File: src/rtl/reqgnt_pkg.sv
// Shared constants and types for the req/gnt responder: default sizing,
// derived widths and the stored timestamp type.
package reqgnt_pkg;

   localparam int DEF_MAX_OUT = 8;
   localparam int DEF_MIN_LAT = 2;
   localparam int DEF_MAX_LAT = 8;
   localparam int DEF_TS_W    = 4;

   localparam int CNT_W = $clog2(DEF_MAX_OUT) + 1;
   localparam int PTR_W = $clog2(DEF_MAX_OUT);

   typedef logic [DEF_TS_W-1:0] ts_t;

   // Count width must hold the value DEPTH itself, hence the extra bit.
   function automatic int cnt_width(input int depth);
      return $clog2(depth) + 1;
   endfunction

endpackage

File: src/rtl/reqgnt_responder_if.sv
// Request/grant bundle between initiators and the responder, with the
// outstanding/full/overflow status the responder reports back.
interface reqgnt_responder_if
   import reqgnt_pkg::*;
#(
   parameter int MAX_OUT = DEF_MAX_OUT
);

   logic                          req;
   logic                          svc_ready;
   logic                          gnt;
   logic [cnt_width(MAX_OUT)-1:0] outstanding;
   logic                          full;
   logic                          overflow_err;

   modport master (
      output req, svc_ready,
      input  gnt, outstanding, full, overflow_err
   );

   modport slave (
      input  req, svc_ready,
      output gnt, outstanding, full, overflow_err
   );

endinterface

File: src/rtl/reqgnt_ts_fifo.sv
// Ring buffer of request timestamps in arrival order; the head entry is
// always the oldest outstanding request.
module reqgnt_ts_fifo
   import reqgnt_pkg::*;
#(
   parameter int DEPTH = DEF_MAX_OUT,
   parameter int TS_W  = DEF_TS_W
) (
   input  logic                        clk,
   input  logic                        rst,
   input  logic                        push,
   input  logic                        pop,
   input  logic [TS_W-1:0]             push_ts,
   output logic [TS_W-1:0]             head_ts,
   output logic [cnt_width(DEPTH)-1:0] count
);

   localparam int PW = (DEPTH > 1) ? $clog2(DEPTH) : 1;
   localparam int CW = cnt_width(DEPTH);

   logic [TS_W-1:0] mem_q [DEPTH];
   logic [PW-1:0]   head_q, head_d;
   logic [PW-1:0]   tail_q, tail_d;
   logic [CW-1:0]   count_q, count_d;

   // DEPTH is a power of two, so pointers wrap by plain overflow.
   always_comb begin
      head_d  = head_q;
      tail_d  = tail_q;
      count_d = count_q;
      if (push) tail_d = tail_q + PW'(1);
      if (pop)  head_d = head_q + PW'(1);
      case ({push, pop})
         2'b10:   count_d = count_q + CW'(1);
         2'b01:   count_d = count_q - CW'(1);
         default: count_d = count_q;
      endcase
   end

   always_ff @(posedge clk or posedge rst) begin
      if (rst) begin
         head_q  <= '0;
         tail_q  <= '0;
         count_q <= '0;
      end else begin
         head_q  <= head_d;
         tail_q  <= tail_d;
         count_q <= count_d;
      end
   end

   // Storage needs no reset: count gates every use of it.
   always_ff @(posedge clk) begin
      if (push) mem_q[tail_q] <= push_ts;
   end

   assign head_ts = mem_q[head_q];
   assign count   = count_q;

endmodule

File: src/rtl/reqgnt_responder.sv
// Grant side of the req/gnt protocol: queues request timestamps and grants
// the oldest once it is old enough and downstream is ready, or at deadline.
module reqgnt_responder
   import reqgnt_pkg::*;
#(
   parameter int MAX_OUT = DEF_MAX_OUT,
   parameter int MIN_LAT = DEF_MIN_LAT,
   parameter int MAX_LAT = DEF_MAX_LAT,
   parameter int TS_W    = DEF_TS_W
) (
   input logic               clk,
   input logic               rst,
   reqgnt_responder_if.slave bus
);

   localparam int CW = cnt_width(MAX_OUT);

   typedef logic [TS_W-1:0] stamp_t;

   localparam stamp_t MIN_AGE = stamp_t'(MIN_LAT);
   localparam stamp_t MAX_AGE = stamp_t'(MAX_LAT);

   stamp_t        now_q, now_d;
   stamp_t        head_ts;
   stamp_t        age;
   logic [CW-1:0] count;
   logic          is_full;
   logic          gnt;
   logic          accept;
   logic          drop;
   logic          ovf_q, ovf_d;

   reqgnt_ts_fifo #(
      .DEPTH (MAX_OUT),
      .TS_W  (TS_W)
   ) u_fifo (
      .clk     (clk),
      .rst     (rst),
      .push    (accept),
      .pop     (gnt),
      .push_ts (now_q),
      .head_ts (head_ts),
      .count   (count)
   );

   // Modular age stays exact because no entry outlives MAX_LAT < 2**TS_W.
   // A grant frees a slot in the same cycle, so a full queue still accepts.
   always_comb begin
      age     = now_q - head_ts;
      is_full = (count == CW'(MAX_OUT));
      gnt     = (count != '0) && (age >= MIN_AGE) &&
                (bus.svc_ready || (age >= MAX_AGE));
      accept  = bus.req && (!is_full || gnt);
      drop    = bus.req && !accept;
      now_d   = now_q + stamp_t'(1);
      ovf_d   = ovf_q | drop;
   end

   always_ff @(posedge clk or posedge rst) begin
      if (rst) begin
         now_q <= '0;
         ovf_q <= 1'b0;
      end else begin
         now_q <= now_d;
         ovf_q <= ovf_d;
      end
   end

   assign bus.gnt          = gnt;
   assign bus.outstanding  = count;
   assign bus.full         = is_full;
   assign bus.overflow_err = ovf_q;

endmodule

File: src/flat_wrapper.sv
// flat-port wrapper written by rule: the top's interface ports become plain ports
module reqgnt_responder_flat import reqgnt_pkg::*;
#(
   parameter int MAX_OUT = DEF_MAX_OUT,
   parameter int MIN_LAT = DEF_MIN_LAT,
   parameter int MAX_LAT = DEF_MAX_LAT,
   parameter int TS_W    = DEF_TS_W
)
  (clk, rst, bus_req, bus_svc_ready, bus_gnt, bus_outstanding, bus_full, bus_overflow_err);
  reqgnt_responder_if #(.MAX_OUT(MAX_OUT)) bus_i ();
  input logic clk;
  input logic rst;
  input wire logic [$bits(bus_i.req)-1:0] bus_req;
  input wire logic [$bits(bus_i.svc_ready)-1:0] bus_svc_ready;
  output wire logic [$bits(bus_i.gnt)-1:0] bus_gnt;
  output wire logic [$bits(bus_i.outstanding)-1:0] bus_outstanding;
  output wire logic [$bits(bus_i.full)-1:0] bus_full;
  output wire logic [$bits(bus_i.overflow_err)-1:0] bus_overflow_err;
  assign bus_i.req = bus_req;
  assign bus_i.svc_ready = bus_svc_ready;
  assign bus_gnt = bus_i.gnt;
  assign bus_outstanding = bus_i.outstanding;
  assign bus_full = bus_i.full;
  assign bus_overflow_err = bus_i.overflow_err;
  reqgnt_responder #(.MAX_OUT(MAX_OUT), .MIN_LAT(MIN_LAT), .MAX_LAT(MAX_LAT), .TS_W(TS_W)) u_core (.clk(clk), .rst(rst), .bus(bus_i));
endmodule
File: config.mk
export PLATFORM = sky130hd
export DESIGN_NAME = reqgnt_responder_flat
export DESIGN_NICKNAME = d
export VERILOG_FILES = /design/src/rtl/reqgnt_pkg.sv /design/src/rtl/reqgnt_responder_if.sv /design/src/rtl/reqgnt_ts_fifo.sv /design/src/rtl/reqgnt_responder.sv /design/src/flat_wrapper.sv
export SDC_FILE = /design/constraint.sdc
export NUM_CORES = 1
export LEC_CHECK = 0
export ABC_AREA = 1
export ABC_CLOCK_PERIOD_IN_PS = 5000
export BUFFER_PORTS_ARGS = -buffer_cell sky130_fd_sc_hd__buf_2
export CORE_AREA = 2 2 79 81
export DETAILED_ROUTE_END_ITERATION = 16
export DIE_AREA = 0 0 81 83
export PLACE_DENSITY = 0.6
export SETUP_SLACK_MARGIN = 0.05
export SYNTH_ARGS = -nofsm -noshare
export SYNTH_HDL_FRONTEND = slang
export SYNTH_HIERARCHICAL = 1
export SYNTH_SLANG_ARGS = --single-unit
File: constraint.sdc
create_clock -name clk -period 5 [get_ports clk]
set_input_delay 1 -clock clk [delete_from_list [all_inputs] [get_ports clk]]
set_output_delay 1 -clock clk [all_outputs]
set_load 0.03 [all_outputs]
Yosys cells after proc, flatten, opt, wreduce, memory -nomap -nowiden
Memory sizes are Yosys's and may differ from the RTL's. Index checks and enable logic that the tools add are counted.

Bits in writable memories: 32. Register bits: 15. Memories: 1.

Memories: u_core.u_fifo.mem_q (words 8, width 4, read ports 1, clocked after Yosys merged registers in 0, wr ports 1, line reqgnt_ts_fifo.sv:21) `logic [TS_W-1:0] mem_q [DEPTH];`.

Eq/ne operators: 3. $lt $le $gt $ge: 2. Multiplexer cells: 3. $add $sub $neg: 6. Bitwise gates (word level): 1. Reductions and logical operators: 10.

Operators by type and width (count): adder 4 x 1 -> 4 bit, second input constant (2); one-hot mux 4 bit (2 select lines) (1); adder 3 x 1 -> 3 bit, second input constant (2); equality test 4 bit, second input constant (1); greater-or-equal comparator 4 x 2 -> 1 bit, second input constant (1); greater-or-equal comparator 4 bit, second input constant (1); logical AND 1 bit (4); nonzero test 4 bit (1); subtractor 4 x 1 -> 4 bit, second input constant (1); subtractor 4 bit (1); equality test 2 x 1 -> 1 bit, second input constant (1); equality test 2 bit, second input constant (1); zero test 1 bit (2); logical OR 1 bit (2); 2-to-1 mux 1 bit (2); nonzero test 2 bit (1); OR 1 bit (1).

Logic depth before layout (Yosys ltp)
Gate-level depths: netlist of run 1. An unclocked memory read counts as a cell.

Word-level depth: 10. Mapped depth: 26.

Cells and area by module
The synthesis of run 1 kept the hierarchy.

By module, submodules not included: reqgnt_ts_fifo (times used 1, cells each 165, area each 1873.0 um^2, sequential area each 1211.2 um^2); reqgnt_responder (times used 1, cells each 48, area each 377.9 um^2, sequential area each 125.1 um^2).

Least setup slack after synthesis of run 1
Ideal clock, no wire load.

Kind: register -> register. From: reg u_core.u_fifo.head_q[0]. To: reg u_core.u_fifo.count_q[2] (netlist: u_core/u_fifo/count[2]). Cell stages (with the launch flop): 22. Library setup time: 0.082 ns. Path slack: 1.816 ns. Period minus slack after synthesis: 3.184 ns. Buffers on the path: 2. Arrival: 3.102 ns. Cells stage by stage: dfrtp_1 buf_6 buf_6 nor2_1 o22ai_1 nand2_1 nand2_1 ha_1 fa_1 nand2_1 o21ai_1 nand2_1 nand2_1 inv_1 ha_1 nand2_1 inv_2 nor2_2 ha_1 a21oi_1 or2_1 a31oi_1.

Word-level cells in the longest chain between the ends: 9. Elaborated cells between the ends (all ways): 13. Classes of those cells: add/sub (1); order compare (2); eq/ne (2); mux (1); reduce/logical (6); memory (1).

RTL lines: start, declared (line reqgnt_ts_fifo.sv:22) `logic [PW-1:0] head_q, head_d;`; start signal, assigned (line reqgnt_ts_fifo.sv:42) `head_q <= '0;`; start signal, assigned (line reqgnt_ts_fifo.sv:46) `head_q <= head_d;`; memory (8 x 4 bit) *; net u_core.head_ts[0] (line reqgnt_responder.sv:24) `stamp_t head_ts;`; subtractor 4 bit * (line reqgnt_responder.sv:49) `age = now_q - head_ts;`; greater-or-equal comparator 4 x 2 -> 1 bit or greater-or-equal comparator 4 bit (tied branches) (line reqgnt_responder.sv:51, reqgnt_responder.sv:52); logical AND 1 bit or logical OR 1 bit (tied branches) (line reqgnt_responder.sv:51, reqgnt_responder.sv:52); logical AND 1 bit * (line reqgnt_responder.sv:51) `gnt = (count != '0) && (age >= MIN_AGE) &&`; net bus_gnt (line flat_wrapper.sv:15) `output wire logic [$bits(bus_i.gnt)-1:0] bus_gnt;`; logical OR 1 bit (line reqgnt_responder.sv:53) `accept = bus.req && (!is_full || gnt);`; logical AND 1 bit (line reqgnt_responder.sv:53); equality test 2 x 1 -> 1 bit or equality test 2 bit (tied branches) (line reqgnt_ts_fifo.sv:33) `case ({push, pop})`; one-hot mux 4 bit (2 select lines) or nonzero test 2 bit (tied branches); end signal, assigned (line reqgnt_ts_fifo.sv:48) `count_q <= count_d;`; end, declared (line reqgnt_ts_fifo.sv:24) `logic [CW-1:0] count_q, count_d;`.

The timed path passes the listed nets; every way through them passes the cells marked *. A chain may end at the register's enable or synchronous reset.

Final worst setup path of run 1
From: reg u_core.u_fifo.head_q[0]. To: out bus_gnt.

Word-level cells in the longest chain between the ends: 5. Elaborated cells between the ends (all ways): 7. Classes of those cells: add/sub (1); order compare (2); reduce/logical (3); memory (1).

RTL lines (line): memory (8 x 4 bit) *; net u_core.head_ts[0] (reqgnt_responder.sv:24); subtractor 4 bit * (reqgnt_responder.sv:49); greater-or-equal comparator 4 x 2 -> 1 bit or greater-or-equal comparator 4 bit (tied branches) (reqgnt_responder.sv:51, reqgnt_responder.sv:52); logical AND 1 bit or logical OR 1 bit (tied branches) (reqgnt_responder.sv:51, reqgnt_responder.sv:52); logical AND 1 bit * (reqgnt_responder.sv:51); end, declared (flat_wrapper.sv:15).

Marked as above.

==> results.json, run 1 <==
{
  "die_y_um": 83,
  "worst-path-max-fanout": 19,
  "core_mm2": 0.00582,
  "dp_hpwl_mm": 3.10,
  "yosys-top-cells-count": "47 x nand2_1, 32 x edfxtp_1, 22 x inv_1",
  "routedLengthMet1_mm": 1.98,
  "clock_path_buffers": 2,
  "synth.most_common_cell": "nand2_1",
  "sw_frac_of_total_pct": 44.5,
  "cts_max_level": 2,
  "synthArstFlopShare_pct": 31.9,
  "drc_errors": 0,
  "synth_top_area_share_pct": 42.7,
  "holdPathStages": 2,
  "via_per_inst": 4.89,
  "critPathKind": "reg2out",
  "seq_area_mm2": 0.00134,
  "grt_pass1_wl_mm": 7.14,
  "reg2reg_depth": 21,
  "vdd_ir_drop_max_mv": 0.546,
  "r2r-start": "u_core/u_fifo/head_q[0]",
  "drtIter0Drc": 76,
  "clockRootBuffer": "clkbuf_8",
  "cap_violations": 0,
  "rrSetupSlack_ps": 1330,
  "synth_edf_count": 32,
  "clock_sinks": 47,
  "postRouteAntennaNets": 0,
  "grt_max_degree": 20,
  "initial_core_util_pct": 38.7,
  "syn_area_per_cell_um2": 10.6,
  "cts_resized": 0,
  "drt-pass1-iter-count": 4,
  "numCtsBuffers": 5,
  "drv_slew": 0,
  "wl_met2_mm": 2.04,
  "fmax_ghz": 0.249,
  "synth-seq-cells": 47,
  "endpoint_kind": "primary output",
  "outcome": "completed",
  "cts_tree": "done",
  "p_per_area_mw_per_mm2": 642,
  "wl_mm": 4.23,
  "multiInputGateArea_um2": 763,
  "grt_pass1_vias": 1472,
  "syn_nets": 227,
  "num_rows": 28,
  "clock_latency_ps": 290,
  "hold_path_end": "u_core/bus.overflow_err",
  "synthTopCellsByArea": "edfxtp_1 43%, dfrtp_1 17%, nand2_1 7.8%",
  "setup_ws_ps": 979,
  "cellInternalPower_uw": 867,
  "top_layer": "met4",
  "cts_setup_buffers": 0,
  "synth_flop_cell": "edfxtp_1",
  "critPathLaunchType": "register",
  "syn_inst": 213,
  "comb_power_share_pct": 48.6,
  "leakagePower_uw": 0.00105,
  "die_w_um": 81,
  "relSlewSlack_pct": 53.7,
  "num_antenna_cells": 0,
  "track_usage_pct": 14.0,
  "p_switching_uw": 694,
  "hold_start": "u_core/bus.overflow_err",
  "worst_pin_slew_ps": 694,
  "drive_gt1_share_pct": 14.9,
  "slowest_delay_ps": 800,
  "nFillCells": 595,
  "crit_family": "flip-flops",
  "dp_slack_ps": 1290,
  "route.vias.total": 1483,
  "die-area_mm2": 0.00672,
  "path_cells": "inv_8 > o21ai_0 > o22ai_1 > nand2_1 > nand2_1 > ha_1 > fa_1 > nand2_1 > o21ai_1 > nand2_1 > nand2_1 > inv_1 > buf_2",
  "yosysSeqAreaShare_pct": 59.4,
  "grt-ovfl-total": 0,
  "synth.distinct_cells": 27,
  "nets": 241,
  "timing.rr.end": "u_core/u_fifo/count[2]",
  "pin_count": 11,
  "port_buffers": 10,
  "holdCritPathClass": "reg2reg",
  "ys_warn_count": 6,
  "fin_crit_sh_pct": 80.4,
  "setup_violations": 0,
  "cpMostUsedCell": "nand2_1",
  "wl_met3_um": 148,
  "min_period_ps": 4020,
  "holdBufCountCts": 0,
  "worst-path-buf-inv": 3,
  "synth_area_leader_cell": "edfxtp_1",
  "path_clk_slew_ps": 80,
  "seqPwrFrac_pct": 37.6,
  "crit_required_ps": 4000,
  "hold_viol": 0,
  "p_clk_share_pct": 13.8,
  "syn_to_final_growth_pct": 8.12,
  "finalSetupTns_ps": 0,
  "synth_area_mm2": 0.00225,
  "worstPathArrival_ps": 3020,
  "antenna_found_initial": 0,
  "finClkSkew_ps": 5.11,
  "rsz0062_at_grt": "no",
  "gp_congestion": 0.840,
  "wl_per_cell_um": 13.9,
  "critPathSlowestCell": "dfrtp_1"
}
==> metal layers <==
metal,vias up,GRT usage [%]
met2,30,22.6
met3,8,3.37
met4,0,4.16
met1,712,18.6
li1,733,-
met5,-,0
==> per-stage QoR <==
stage	total power, uW	hold WS [ps]	cell area (um^2)	instances	util, %
6_report	1560	500	2430	303	41.8
2_1_floorplan	1220	491	2250	213	-
3_5_place_dp	1360	490	2350	295	40.4
3_3_place_gp	1340	447	2350	295	40.4
4_1_cts	1580	510	2430	303	41.8
5_1_grt	1720	544	2430	303	41.8
==> power groups by stage <==
stage	sequential, uW	combinational [uW]	clock [uW]
after detailed placement	596	762	0
after CTS	588	766	222
after global routing	602	878	237
final	587	759	215
after global placement	595	746	0
after floorplan	587	634	0
==> area by class of cell <==
class | instances | area share [%]
Clock buffer | 7 | 3.14
Timing Repair Buffer | 10 | 2.06
Clock inverter | 1 | 0.206
Multi-Input combinational cell | 136 | 31.4
Sequential cell | 47 | 54.9
Tap cell | 75 | 3.86
Inverter | 27 | 4.47
==> placed cells by master (no fill, tap or decap), types with 2 or more instances in the layout <==
master	n
inv_2	4
nor2_1	20
a21oi_1	2
edfxtp_1	32
ha_1	9
nor2_2	8
xor2_1	5
dfrtp_1	15
o22ai_2	2
nand3_1	7
o21ai_0	13
or2_1	2
clkbuf_1	2
nand2_1	47
o21ai_1	6
buf_2	10
clkbuf_8	5
o22ai_1	6
xnor2_1	2
inv_1	22
==> cells by family (layout without fill, tap and decap cells) <==
kind of cell | Yosys count | count (layout) | share of synthesized area, %
AO/OA/AOI/OAI | 31 | 31 | 8.12
XOR/XNOR | 7 | 7 | 2.72
adder cells (fa/ha/maj) | 10 | 10 | 5.89
buffers and inverters | 30 | 45 | 6.73
flip-flops | 47 | 47 | 59.4
AND/OR/NAND/NOR | 88 | 88 | 17.2
==> worst register-to-register path, delay by kind of cell (launching register included) <==
family          cells  cell delay (ps)
fa+ha+maj           4             1050
simple gates        8              580
flops               1              800
buf+inv             4              390
compound gates      5              720
==> sequential cells by signal, summed over array words and instances, names as in the netlist <==
register and count:
u_core/bus.overflow_err 1, u_core/now_q 4, u_core/u_fifo/count 4, u_core/u_fifo/head_q 3, u_core/u_fifo/mem_q 32, u_core/u_fifo/tail_q 3
==> worst max-delay path by stage <==
stage / start / to / slack, ps / depth (start not counted)
5_1_grt: u_core/u_fifo/head_q[0] / bus_gnt / 700 / 13
3_5_place_dp: u_core/u_fifo/head_q[0] / bus_gnt / 1290 / 13
3_3_place_gp: u_core/u_fifo/head_q[0] / bus_gnt / 1360 / 13
4_1_cts: u_core/u_fifo/head_q[0] / bus_gnt / 950 / 13
6_report: u_core/u_fifo/head_q[0] / bus_gnt / 980 / 13
2_1_floorplan: u_core/u_fifo/head_q[0] / u_core/u_fifo/count[2] / 1820 / 21
Note: power is estimated with default switching activity, not from simulation.
==> inputs of run 2 (changes only) <==
Settings changed: ABC_CLOCK_PERIOD_IN_PS 5000 to 3700.
Clock period 5 ns to 3.7 ns, I/O delays scaled along.
==> results.json, run 2 (same netlist as run 1, synthesis figures left out) <==
{
  "cellInternalPower_uw": 1190,
  "crit_required_ps": 2960,
  "grt-ovfl-total": 0,
  "cts_tree": "done",
  "setup_violations": 0,
  "holdCritPathClass": "in2async",
  "relSlewSlack_pct": 69.6,
  "layout_common_cells": "47 x nand2_1, 32 x edfxtp_1, 21 x inv_1, 20 x nor2_1",
  "wl_mm": 4.17,
  "path_cells": "buf_4 > o21ai_0 > o22ai_1 > nand2_1 > nand2_1 > ha_1 > fa_1 > nand2_1 > o21ai_2 > nand2_1 > nand2_1 > inv_2 > buf_2",
  "critPathSlowestCell": "dfrtp_2",
  "die-area_mm2": 0.00672,
  "top_register": "u_core/u_fifo/mem_q",
  "clock_sinks": 47,
  "placed_area_mm2": 0.00236,
  "nets": 243,
  "wl_per_cell_um": 13.7,
  "grt_max_degree": 17,
  "hold_viol": 0,
  "drc_errors": 0,
  "fmax_ghz": 0.295,
  "cpMostUsedCell": "nand2_1",
  "syn_to_final_growth_pct": 9.39,
  "cap_violations": 0,
  "path_clk_slew_ps": 90,
  "clock_path_buffers": 2,
  "pin_count": 11,
  "port_buffers": 10,
  "p_switching_uw": 966,
  "core_mm2": 0.00582,
  "slowest_delay_ps": 500,
  "outcome": "completed",
  "min_period_ps": 3390,
  "largest_reg_flops": 32,
  "worst_pin_slew_ps": 455,
  "clockRootBuffer": "clkbuf_8",
  "vdd_ir_drop_max_mv": 0.511,
  "sw_frac_of_total_pct": 44.8,
  "num_antenna_cells": 0,
  "numCtsBuffers": 5,
  "nFillCells": 599,
  "via_per_inst": 4.76,
  "holdBufCountCts": 0,
  "grt_pass1_wl_mm": 7.13,
  "critPathLaunchType": "register",
  "finClkSkew_ps": 10.4,
  "initial_core_util_pct": 38.7,
  "stdcell_count": 305,
  "drtIter0Drc": 167,
  "gp_congestion": 0.816,
  "cts_max_level": 2,
  "grt_pass1_vias": 1469,
  "worstPathArrival_ps": 2650,
  "drt-pass1-iter-count": 4,
  "route.vias.total": 1452,
  "dp_hpwl_mm": 3.03,
  "comb_power_share_pct": 50.0,
  "endpoint_kind": "primary output",
  "final_util_pct": 42.3,
  "num_rows": 28,
  "rsz0062_at_grt": "no",
  "finalSetupTns_ps": 0,
  "die_y_um": 83,
  "drv_slew": 0,
  "critPathKind": "reg2out",
  "fin_crit_sh_pct": 91.7,
  "final_cell_area_mm2": 0.00246,
  "p_clk_share_pct": 13.8,
  "clock_latency_ps": 290,
  "drive_gt1_share_pct": 18.3,
  "worst-path-max-fanout": 10,
  "track_usage_pct": 13.8,
  "dp.cells": 296,
  "seqPwrFrac_pct": 36.3,
  "die_w_um": 81,
  "postRouteAntennaNets": 0,
  "p_per_area_mw_per_mm2": 876,
  "antenna_found_initial": 0,
  "leakagePower_uw": 0.00106,
  "final_common_cell": "nand2_1"
}
==> run 2: cell count changes in the layout (fill, tap and decap cells not counted), sizes merged <==
cell	change
buf	+2
clkinvlp	+2
clkbuf	-2
==> run 2: power groups by stage <==
stage / sequential (uW) / clock (uW) / combinational [uW]
after floorplan: 794 / 0 / 857
after global placement: 789 / 0 / 1040
after detailed placement: 793 / 0 / 1050
after CTS: 781 / 308 / 1060
after global routing: 800 / 335 / 1240
final: 783 / 297 / 1080
==> run 2: critical path: cells and delay by family, from the launching register on <==
kind                       cells  cell delay, ps
AOI/OAI and AO/OA              3             410
adders and majority gates      2             680
buffers and inverters          3             450
and+or+nand+nor                5             310
DFF                            1             500
==> run 2: through the flow <==
| stage | setup WS (ps) | power (uW) | hold WS, ps |
|---|---|---|---|
| after floorplan | 516 | 1650 | 491 |
| after global placement | 371 | 1830 | 442 |
| after detailed placement | 278 | 1850 | 451 |
| after CTS | 109 | 2150 | 330 |
| after global routing | 111 | 2370 | 350 |
| final | 307 | 2160 | 339 |
==> run 2: final timing paths <==
kind / start / cells past startpoint / slack (ps) / to
worst max-delay path: u_core/u_fifo/head_q[0] / 13 / 310 / bus_gnt
worst min-delay path: rst / 2 / 340 / u_core/bus.overflow_err
worst max register to register: u_core/u_fifo/head_q[0] / 21 / 380 / u_core/u_fifo/count[2]
worst min register to register: u_core/bus.overflow_err / 2 / 480 / u_core/bus.overflow_err
max in group asynchronous: rst / 2 / 2920 / u_core/u_fifo/head_q[0]
min in group clk: u_core/bus.overflow_err / 2 / 480 / u_core/bus.overflow_err
==> run 2: layer usage <==
layer	global-route usage (%)	wire length [um]	vias to the layer above
met5	0	0	-
met4	3.70	67	0
met3	2.61	94	6
met2	22.4	2030	17
met1	19.0	1980	690
li1	-	-	739
==> run 2: timing repair <==
| action | CTS | global route |
|---|---|---|
| resized for setup | 0 | 4 |
| endpoints found under the setup margin | 0 | 2 |
| setup buffers | 0 | 1 |
| hold endpoints to repair | 0 | 0 |
==> run 2: area by class of cell <==
cell class              instances  area [um^2]  area share, %
multi-input cells             136          767           31.1
clock inverters                 3         20.0          0.813
flip-flops and latches         47         1340           54.4
repair buffers                 12         65.1           2.64
well taps                      75         93.8           3.81
inverters                      27          109           4.42
clock buffers                   5         68.8           2.79
==> inputs of run 3 (changes only) <==
Settings changed: CTS_BUF_LIST set to sky130_fd_sc_hd__clkbuf_2.
==> results.json, run 3 (same netlist as run 1, synthesis figures left out) <==
{
  "multiInputGateArea_um2": 774,
  "num_antenna_cells": 0,
  "dp_hpwl_mm": 3.03,
  "critPathKind": "reg2out",
  "setup_ws_ps": 225,
  "hold_viol": 0,
  "dp.cells": 296,
  "wl_per_cell_um": 13.7,
  "fmax_ghz": 0.288,
  "worst_pin_slew_ps": 460,
  "initial_core_util_pct": 38.7,
  "cts_tree": "done",
  "final_common_cell": "nand2_1",
  "route.vias.total": 1494,
  "rsz0062_at_grt": "yes",
  "core_mm2": 0.00582,
  "crit_required_ps": 2960,
  "port_buffers": 10,
  "die-area_mm2": 0.00672,
  "p_per_area_mw_per_mm2": 871,
  "worst-path-max-fanout": 7,
  "pin_count": 11,
  "clock_sinks": 47,
  "critPathLaunchType": "register",
  "nets": 247,
  "finClkSkew_ps": 23.1,
  "drt-pass1-iter-count": 4,
  "syn_to_final_growth_pct": 9.45,
  "worstPathArrival_ps": 2730,
  "drc_errors": 0,
  "grt_pass1_vias": 1486,
  "path_clk_slew_ps": 240,
  "drtIter0Drc": 129,
  "dp_slack_ps": 278,
  "fin_crit_sh_pct": 93.9,
  "seq_area_mm2": 0.00134,
  "clockRootBuffer": "clkbuf_2",
  "wl_mm": 4.25,
  "grt_max_degree": 17,
  "vdd_ir_drop_max_mv": 0.518,
  "holdBufCountCts": 0,
  "largest_reg_flops": 32,
  "holdCritPathClass": "in2async",
  "grt_pass1_wl_mm": 7.21,
  "drive_gt1_share_pct": 20.9,
  "die_y_um": 83,
  "antenna_found_initial": 0,
  "num_rows": 28,
  "numCtsBuffers": 5,
  "clock_path_buffers": 2,
  "nFillCells": 593,
  "top_register": "u_core/u_fifo/mem_q",
  "min_period_ps": 3470,
  "reg2reg_depth": 21,
  "leakagePower_uw": 0.00106,
  "track_usage_pct": 14.1,
  "postRouteAntennaNets": 0,
  "via_per_inst": 4.83,
  "cts_max_level": 2,
  "clock_latency_ps": 420,
  "die_w_um": 81,
  "layout_common_cells": "46 x nand2_1, 32 x edfxtp_1, 21 x inv_1, 20 x nor2_1, 13 x dfrtp_1",
  "setup_violations": 0,
  "grt-ovfl-total": 0,
  "endpoint_kind": "primary output",
  "relSlewSlack_pct": 69.3,
  "stdcell_count": 309,
  "gp_congestion": 0.816,
  "finalSetupTns_ps": 0,
  "outcome": "completed",
  "drv_slew": 0,
  "cap_violations": 0
}
## run 3: cell type report
class	instances	share of cell area [%]
Clock buffer	5	1.02
Tap cell	75	3.81
Multi-Input combinational cell	136	31.4
Timing Repair Buffer	16	4.06
Clock inverter	3	0.813
Sequential cell	47	54.3
Inverter	27	4.52
## run 3: report_power, final
part,leakage [uW],internal [uW],switching (uW)
logic,0.000550,445,722
registers,0.000486,669,106
clock network,0.0000250,44.7,159
## run 3: stage by stage
stage / hold slack, ps / utilization (%) / area [um^2] / power [uW]
after floorplan: 491 / - / 2250 / 1650
after global routing: 133 / 42.4 / 2460 / 2360
after global placement: 442 / 40.6 / 2360 / 1830
after detailed placement: 451 / 40.6 / 2360 / 1850
after CTS: 141 / 41.6 / 2420 / 2070
final: 177 / 42.4 / 2460 / 2140
## run 3: critical path, cell delays in order (launching register included)
cell     delay, ps
dfrtp_2        530
buf_6          160
o21ai_0        150
o22ai_1         90
nand2_1         60
nand2_1         50
ha_1           200
fa_2           520
nand2_1         60
o21ai_2        150
nand2_1         80
nand2_2         80
inv_4           60
buf_6          130
## run 3: worst paths after layout
| path | from | to | slack, ps |
|---|---|---|---|
| min reg2reg | u_core/bus.overflow_err | u_core/bus.overflow_err | 500 |
| min in group clk | u_core/bus.overflow_err | u_core/bus.overflow_err | 500 |
| min | rst | u_core/bus.overflow_err | 180 |
| max in group asynchronous | rst | u_core/u_fifo/head_q[0] | 3070 |
| max reg2reg | u_core/u_fifo/head_q[0] | u_core/u_fifo/count[2] | 320 |
| max | u_core/u_fifo/head_q[0] | bus_gnt | 230 |
## run 3: metal layers
layer / wire, um / track usage, %
met2: 2100 / 23.1
met3: 145 / 2.93
met1: 1960 / 19.0
met4: 46 / 3.70
met5: 0 / 0
## run 3: repair_timing
action                                 CTS  global route
pin swaps                                0             1
cloned                                   0             1
resized for setup                        2            12
setup endpoints to repair                1             1
buffers inserted                         2             2
endpoints found under the hold margin    0             0
